$ cat src/rtl/cpl_packer.sv
// cpl_packer: packs 64-bit read-completion beats (1-2 DWs) into 128-bit words per tag. Ports: i_clk/i_rst_n (async active-low), in_* beat input with in_ready, packer_* registered output bus (tag, dout, dwen, valid, done); err_flags[1:0] only with CPL_PACKER_ERR_EN.
module cpl_packer #(
  parameter int p_tag_width = 8
) (
  input  logic                   i_clk,
  input  logic                   i_rst_n,
  input  logic                   in_valid,
  output logic                   in_ready,
  input  logic [p_tag_width-1:0] in_tag,
  input  logic [63:0]            in_data,
  input  logic [1:0]             in_dwen,
  input  logic                   in_last,
  input  logic                   in_final,
  output logic [p_tag_width-1:0] packer_tag,
  output logic [127:0]           packer_dout,
  output logic [3:0]             packer_dout_dwen,
  output logic                   packer_valid,
  output logic                   packer_done
`ifdef CPL_PACKER_ERR_EN
  ,
  output logic [1:0]             err_flags
`endif
);
  typedef enum logic [1:0] {S_RST, S_RUN, S_FLUSH} state_t;
  state_t state, state_nx;
  logic [95:0] acc, acc_nx;
  logic [1:0] cnt, cnt_nx, n;
  logic [p_tag_width-1:0] tag, tag_nx, ptag_nx, eff_tag;
  logic carry, carry_nx;
  logic [127:0] dout_nx;
  logic [3:0] dwen_nx;
  logic valid_nx, done_nx, fire;
  logic [2:0] total;
  logic [63:0] din;
  logic [159:0] comb;
  assign in_ready = state == S_RUN;
  assign fire = in_valid && in_ready;
  // 2'b10 carries no data
  assign n = in_dwen == 2'b11 ? 2'd2 : in_dwen == 2'b01 ? 2'd1 : 2'd0;
  assign din = in_dwen == 2'b11 ? in_data : in_dwen == 2'b01 ? {32'd0, in_data[31:0]} : 64'd0;
  assign total = {1'b0, cnt} + {1'b0, n};
  // unused acc slots are kept zero so OR-merging places the new DWs at slot cnt
  assign comb = {64'd0, acc} | ({96'd0, din} << {cnt, 5'd0});
  assign eff_tag = cnt == 2'd0 ? in_tag : tag;
  always_comb begin
    state_nx = S_RUN;
    acc_nx = acc;
    cnt_nx = cnt;
    tag_nx = tag;
    carry_nx = carry;
    ptag_nx = packer_tag;
    dout_nx = packer_dout;
    dwen_nx = packer_dout_dwen;
    valid_nx = 1'b0;
    done_nx = 1'b0;
    if (state == S_FLUSH) begin
      valid_nx = 1'b1;
      done_nx = carry;
      ptag_nx = tag;
      dout_nx = {96'd0, acc[31:0]};
      dwen_nx = 4'h1;
      acc_nx = '0;
      cnt_nx = 2'd0;
    end else if (fire) begin
      tag_nx = eff_tag;
      ptag_nx = eff_tag;
      if (total >= 3'd4) begin
        valid_nx = 1'b1;
        dout_nx = comb[127:0];
        dwen_nx = 4'hF;
        acc_nx = {64'd0, comb[159:128]};
        cnt_nx = {1'b0, total[0]};
        if (in_last && total[0]) begin
          state_nx = S_FLUSH;
          carry_nx = in_final;
        end else done_nx = in_last && in_final;
      end else if (in_last) begin
        valid_nx = total != 3'd0;
        done_nx = in_final;
        dout_nx = total != 3'd0 ? comb[127:0] : packer_dout;
        dwen_nx = total != 3'd0 ? (4'd1 << total) - 4'd1 : packer_dout_dwen;
        acc_nx = '0;
        cnt_nx = 2'd0;
      end else begin
        acc_nx = comb[95:0];
        cnt_nx = total[1:0];
      end
    end
  end
  always_ff @(posedge i_clk or negedge i_rst_n)
    if (!i_rst_n) begin
      state <= S_RST;
      acc <= '0;
      cnt <= 2'd0;
      tag <= '0;
      carry <= 1'b0;
      packer_tag <= '0;
      packer_dout <= '0;
      packer_dout_dwen <= 4'h0;
      packer_valid <= 1'b0;
      packer_done <= 1'b0;
    end else begin
      state <= state_nx;
      acc <= acc_nx;
      cnt <= cnt_nx;
      tag <= tag_nx;
      carry <= carry_nx;
      packer_tag <= ptag_nx;
      packer_dout <= dout_nx;
      packer_dout_dwen <= dwen_nx;
      packer_valid <= valid_nx;
      packer_done <= done_nx;
    end
`ifdef CPL_PACKER_ERR_EN
  always_ff @(posedge i_clk or negedge i_rst_n)
    if (!i_rst_n) err_flags <= 2'b00;
    else if (fire) err_flags <= err_flags | {cnt != 2'd0 && in_tag != tag, in_dwen == 2'b10};
`endif
endmodule

$ cat config.mk
export PLATFORM = sky130hd
export DESIGN_NAME = cpl_packer
export DESIGN_NICKNAME = d
export VERILOG_FILES = /design/src/rtl/cpl_packer.sv
export SDC_FILE = /design/constraint.sdc
export NUM_CORES = 1
export LEC_CHECK = 0
export BUFFER_PORTS_ARGS = -buffer_cell sky130_fd_sc_hd__buf_2
export CAP_MARGIN = 30
export CORE_MARGIN = 5
export CORE_UTILIZATION = 59
export CTS_BUF_LIST = sky130_fd_sc_hd__clkbuf_4 sky130_fd_sc_hd__clkbuf_8 sky130_fd_sc_hd__clkbuf_16
export DETAILED_ROUTE_END_ITERATION = 16
export PLACE_DENSITY = 0.95
export REMOVE_ABC_BUFFERS = 1
export SYNTH_ARGS = -nofsm -noshare
export SYNTH_HDL_FRONTEND = slang
export SYNTH_SLANG_ARGS = --single-unit
$ cat constraint.sdc
create_clock -name i_clk -period 5.3 [get_ports i_clk]
set_input_delay 0.795 -clock i_clk [delete_from_list [all_inputs] [get_ports i_clk]]
set_output_delay 0.795 -clock i_clk [all_outputs]
set_load 0.02 [all_outputs]
-- After elaboration in Yosys (flattened, before gate mapping)
Cells that the tools add are included.
- $add $sub $neg: 2
- magnitude comparators: 1
- eq/ne operators: 4
- shifts and indexed selects: 2
- muxes and demuxes: 38
- bitwise operators: 2
- reduce and logical (&&, ||, !) cells: 11
- operators by type and width (kind ; number):
    two-way mux 128 bit ; 5
    two-way mux 96 bit ; 4
    bitwise OR 96 x 160 -> 160 bit ; 1
    << shifter 64 x 7 -> 160 bit ; 1
    two-way mux 64 bit ; 1
    two-way mux 32 bit ; 1
    two-way mux 8 bit ; 3
    two-way mux 4 bit ; 5
    two-way mux 2 bit ; 9
    two-way mux 1 bit ; 10
    nonzero test 3 bit ; 3
    == test 2 x 1 -> 1 bit (second input constant) ; 2
    == test 2 bit (second input constant) ; 2
    AND reduction 4 bit ; 1
    << shifter 1 x 3 -> 4 bit (first input constant) ; 1
    subtractor 4 x 1 -> 4 bit (second input constant) ; 1
    adder 2 x 2 -> 3 bit ; 1
    >= comparator 3 bit (second input constant) ; 1
    logical AND 1 bit ; 3
    AND reduction 3 bit ; 1
    logical NOT 2 bit ; 1
    AND reduction 2 bit ; 1
    nonzero test 2 bit ; 1
    NOT 1 bit ; 1
- flip-flop bits (word level): 251
- input port bits: 79
- output and inout port bits: 143
- word-level logic and storage cells: 70

-- Depth between registers and ports, before layout
- depth after elaboration: 11
- depth in mapped cells: 13
- mapped depth without buffers: 9

-- Worst setup path after synthesis
OpenSTA, ideal clock, no wires.
- kind: input to register
- start point: input port in_dwen[0]
- end point: register packer_dout[66]
- arrival: 3.393 ns
- required time: 5.168 ns
- slack: 1.775 ns
- cell stages on the path: 11
- path buffers: 5
- cell sequence: clkbuf_1 -> clkbuf_1 -> clkbuf_1 -> nor2b_1 -> ha_1 -> fa_1 -> o21a_1 -> o21ai_1 -> clkbuf_1 -> clkbuf_1 -> o2bb2ai_1
- longest elaborated chain between the ends: 10
- elaborated cells on any way between the ends: 19
- RTL lines (element ; line ; source):
    from (decl) ; 11 ; input logic [1:0] in_dwen,
    == test 2 x 1 -> 1 bit ; 39, 40 ;
    two-way mux 32 bit ; 40 ; assign din = in_dwen == 2'b11 ? in_data : in_dwen == 2'b01 ? {32'd0, in_data[31:0]} : 64'd0;
    two-way mux 64 bit ; 40 ;
    << shifter 64 x 7 -> 160 bit ; 43 ; assign comb = {64'd0, acc} | ({96'd0, din} << {cnt, 5'd0});
    bitwise OR 96 x 160 -> 160 bit ; 43 ;
    two-way mux 128 bit ; 80 ; dout_nx = total != 3'd0 ? comb[127:0] : packer_dout;
    two-way mux 128 bit ; 77 ; end else if (in_last) begin
    two-way mux 128 bit ; 67 ; if (total >= 3'd4) begin
    two-way mux 128 bit ; 64 ; end else if (fire) begin
    two-way mux 128 bit ; 56 ; if (state == S_FLUSH) begin
    to (signal assigned) ; 109 ; packer_dout <= dout_nx;
    to (decl) ; 15 ; output logic [127:0] packer_dout,
Parallel ways exist; a longest one is shown, timed or not. The select of a mux whose other input is x is not followed.
A chain may end at the register's enable or synchronous reset.

-- Worst setup path in the final report
- start point: register cnt[0]
- end point: register packer_dout[13]
- longest elaborated chain between the ends: 7
- elaborated cells on any way between the ends: 13
- RTL lines (element ; line ; source):
    from (decl) ; 27 ; logic [1:0] cnt, cnt_nx, n;
    from (signal assigned) ; 105 ; cnt <= cnt_nx;
    << shifter 64 x 7 -> 160 bit ; 43 ;
    bitwise OR 96 x 160 -> 160 bit ; 43 ;
    two-way mux 128 bit ; 80 ;
    two-way mux 128 bit ; 77 ;
    two-way mux 128 bit ; 67 ;
    two-way mux 128 bit ; 64 ;
    two-way mux 128 bit ; 56 ;
Parallel ways exist; a longest one is shown, timed or not. The select of a mux whose other input is x is not followed.

==> metrics <==
drt pass-1 iters 8; DRT Wirelength about 34 mm; Die W between 100 and 150 um; Max rail drop VDD roughly 0.00031 V; GPL Wtd Cong ~0.84; pre-CTS setup slack approximately 1.4 ns; maximum clock path buffer count 3; Layout Area Growth over Synthesis 19.34%; Crit Path Class reg -> reg; CP startpoint kind flip-flop; Power Dens Cells 464.4 nW/um^2; worst path buffer plus inverter count 1; clk_lat worst skew 0.52 ns; layout cells sized above 1 26.89%; clk root buf clkbuf_16; core area 18520 um^2; YS warnings 0; Mean Syn Cell Area 11.28 um^2; RSZ-0062 raised after global routing no; ys flop type dfrtp_1; final setup violation count 0; FFs w/ async S/R, synth 100.0%; GR Util All Layers 30.84%; DR WL/cell roughly 24 um; die area approximately 21000 um^2; worst r2r path cells 7; vias in the first global route 9894; WP data arrival 4.25 ns; Relative slew margins around 28%; number of core rows 50; Final WS setup roughly 1.5 ns; RR Endpoint packer_dout[13]; Largest stage delay, worst path 1.07 ns; leakage 6.087 nW; Post-synth EDFFs 0; design area 13120 um^2; dominant cell type by area after synthesis dfrtp_1; vias per cell 6.900; gr ovfl total 0; buffers added on ports 221; count of cell types in the netlist 38; # hold bufs at CTS 0; Initial Util 59.37%; dpl cells 1348; Post-synth top cells dfrtp_1, nand2_1, o2bb2ai_1, o21ai_0, a221oi_1; Max Cap Viol 0; Initial DRC Count 1166; sw power slightly above 2 mW; largest net degree at the start of global routing 117; FF-to-FF Start cnt[0]; Seq/Total Area, Yosys 57.13%; DRC viols 0; max-slew violations 0; CTS Buf Count 26; CTS tree built; Final Hold Viols 0; H-tree Lvls 1; Antenna diodes 0; CP required 5.75 ns; switching share of power 33.28%; crit-path cells ha_1 -> fa_1 -> o21a_1 -> nor3_4 -> or2_4 -> buf_4 -> a221o_1; DR vias 9646; Area after DPL 12150 um^2; cts repair resizes 0; I/O pin count 222; Non-Filler Instances 1398; result of the run complete, no violations; P_int around 4 mW; Detail Placement HPWL 19.79 mm; Synth top area share 57.13%; Fmax between 0.2 and 0.3 GHz; Hold Crit Class in -> async; Slew @ Worst Pin 1.085 ns; NumNets Final 1226; power share of the clock group about a third; most common cell in the netlist dfrtp_1; Post-CTS Setup Bufs 0; Reg clk slew, reported paths approximately 0.070 ns; Fill cells 1233; top post-synthesis cells by area dfrtp_1, o2bb2ai_1, a221oi_1; Syn Std Cell Area 10990 um^2; Syn Inst Count between 900 and 1000; minimum clock period 3.806 ns; r2r setup slk 1.49 ns; Logic pwr share 26.1%; die outline height about 150 um; Layout Utilization slightly above 70%; first-pass GRT wire length around 54 mm; Antenna Nets Post-Route 0; crit end category flip-flop; clock sink total around 250; Crit Path Max Fanout 68; Flop pwr share 41.8%; register bit total from synthesis about 250; Final period util 71.80%; Max stage delay cell, worst path dfrtp_2; initial antenna violation count 0; CP delay by family, top flip-flops; Final Skew around 0.014 ns
registers in the layout, summed over array words and instances (netlist names):
signal and flops:
acc 96, packer_tag 8, packer_dout 128, cnt 2, carry 1, packer_dout_dwen 4
packer_valid 1, state 2, packer_done 1, tag 8
worst reg2reg max path, cell delays in order, from the launching register on:
cell and delay [ns]:
dfrtp_2 1.07, ha_1 0.36, fa_1 0.51, o21a_1 0.30
nor3_4 0.15, or2_4 0.72, buf_4 0.41, a221o_1 0.22
routing by layer:
layer | track usage (%) | vias to the layer above | wire length (um)
met5 | 0 | - | 0
met2 | 49.06 | 728 | 16000
met3 | 6.952 | 124 | 3851
met1 | 41.61 | 4764 | 12750
li1 | - | 4030 | -
met4 | 12.14 | 0 | 1154
power groups by stage:
| stage | clock network [mW] | logic, mW | registers, mW |
|---|---|---|---|
| finish | 1.96 | 1.59 | 2.55 |
| global route | 2.06 | 1.70 | 2.58 |
| CTS | 1.97 | 1.58 | 2.53 |
| detailed placement | 0 | 1.57 | 2.56 |
| global placement | 0 | 1.52 | 2.55 |
| floorplan | 0 | 0.597 | 2.85 |
placed cells by master, fill, tap and decap left out, drive strengths merged, types with 3 or more instances in the layout:
cell     count
a22o        33
a221o       32
dfrtp      251
nand2      134
and2        35
o2bb2ai     98
clkinv       4
a222oi       8
a22oi       32
bufinv       3
nand2b       3
or3          3
nor3b       32
nor2         6
o21ai      101
or2          5
buf        237
nor2b        6
a221oi      64
inv         14
clkbuf      38
mux2         9
worst max-delay path by stage:
stage | to | cells after the start | from | slack [ns]
detailed placement | acc[31] | 9 | in_dwen[0] | 1.39
CTS | acc[31] | 7 | cnt[0] | 1.56
global route | packer_dout[13] | 7 | cnt[0] | 1.38
finish | packer_dout[13] | 7 | cnt[0] | 1.49
floorplan | packer_dout[0] | 4 | in_valid | -0.48
global placement | acc[31] | 9 | in_dwen[0] | 1.54
stage by stage:
| stage | power, mW | hold WS, ns | setup TNS, ns |
|---|---|---|---|
| global placement | 4.068 | 0.4526 | 0 |
| detailed placement | 4.126 | 0.4663 | 0 |
| CTS | 6.086 | 0.2862 | 0 |
| floorplan | 3.448 | 0.4331 | -44.49 |
| global route | 6.334 | 0.3150 | 0 |
| finish | 6.092 | 0.2476 | 0 |
kinds of logic after synthesis:
logic type | after synthesis | share of synthesized area [%]
XOR/XNOR | 1 | 0.07968
buffers and inverters | 109 | 4.791
flip-flops | 251 | 57.13
adder cells (fa/ha/maj) | 3 | 0.4097
multiplexers | 9 | 0.9218
AO/OA/AOI/OAI | 371 | 26.18
AND/OR/NAND/NOR | 231 | 10.49
area by class of cell:
class	count	area [um^2]	share of cell area [%]
Clock buffer	38	795.8	6.065
Clock inverter	10	136.4	1.039
Inverter	13	48.80	0.3719
Multi-Input combinational cell	615	4267	32.52
Sequential cell	251	6282	47.88
Tap cell	234	292.8	2.232
Timing Repair Buffer	237	1297	9.889
(Power assumes the default switching activity.)
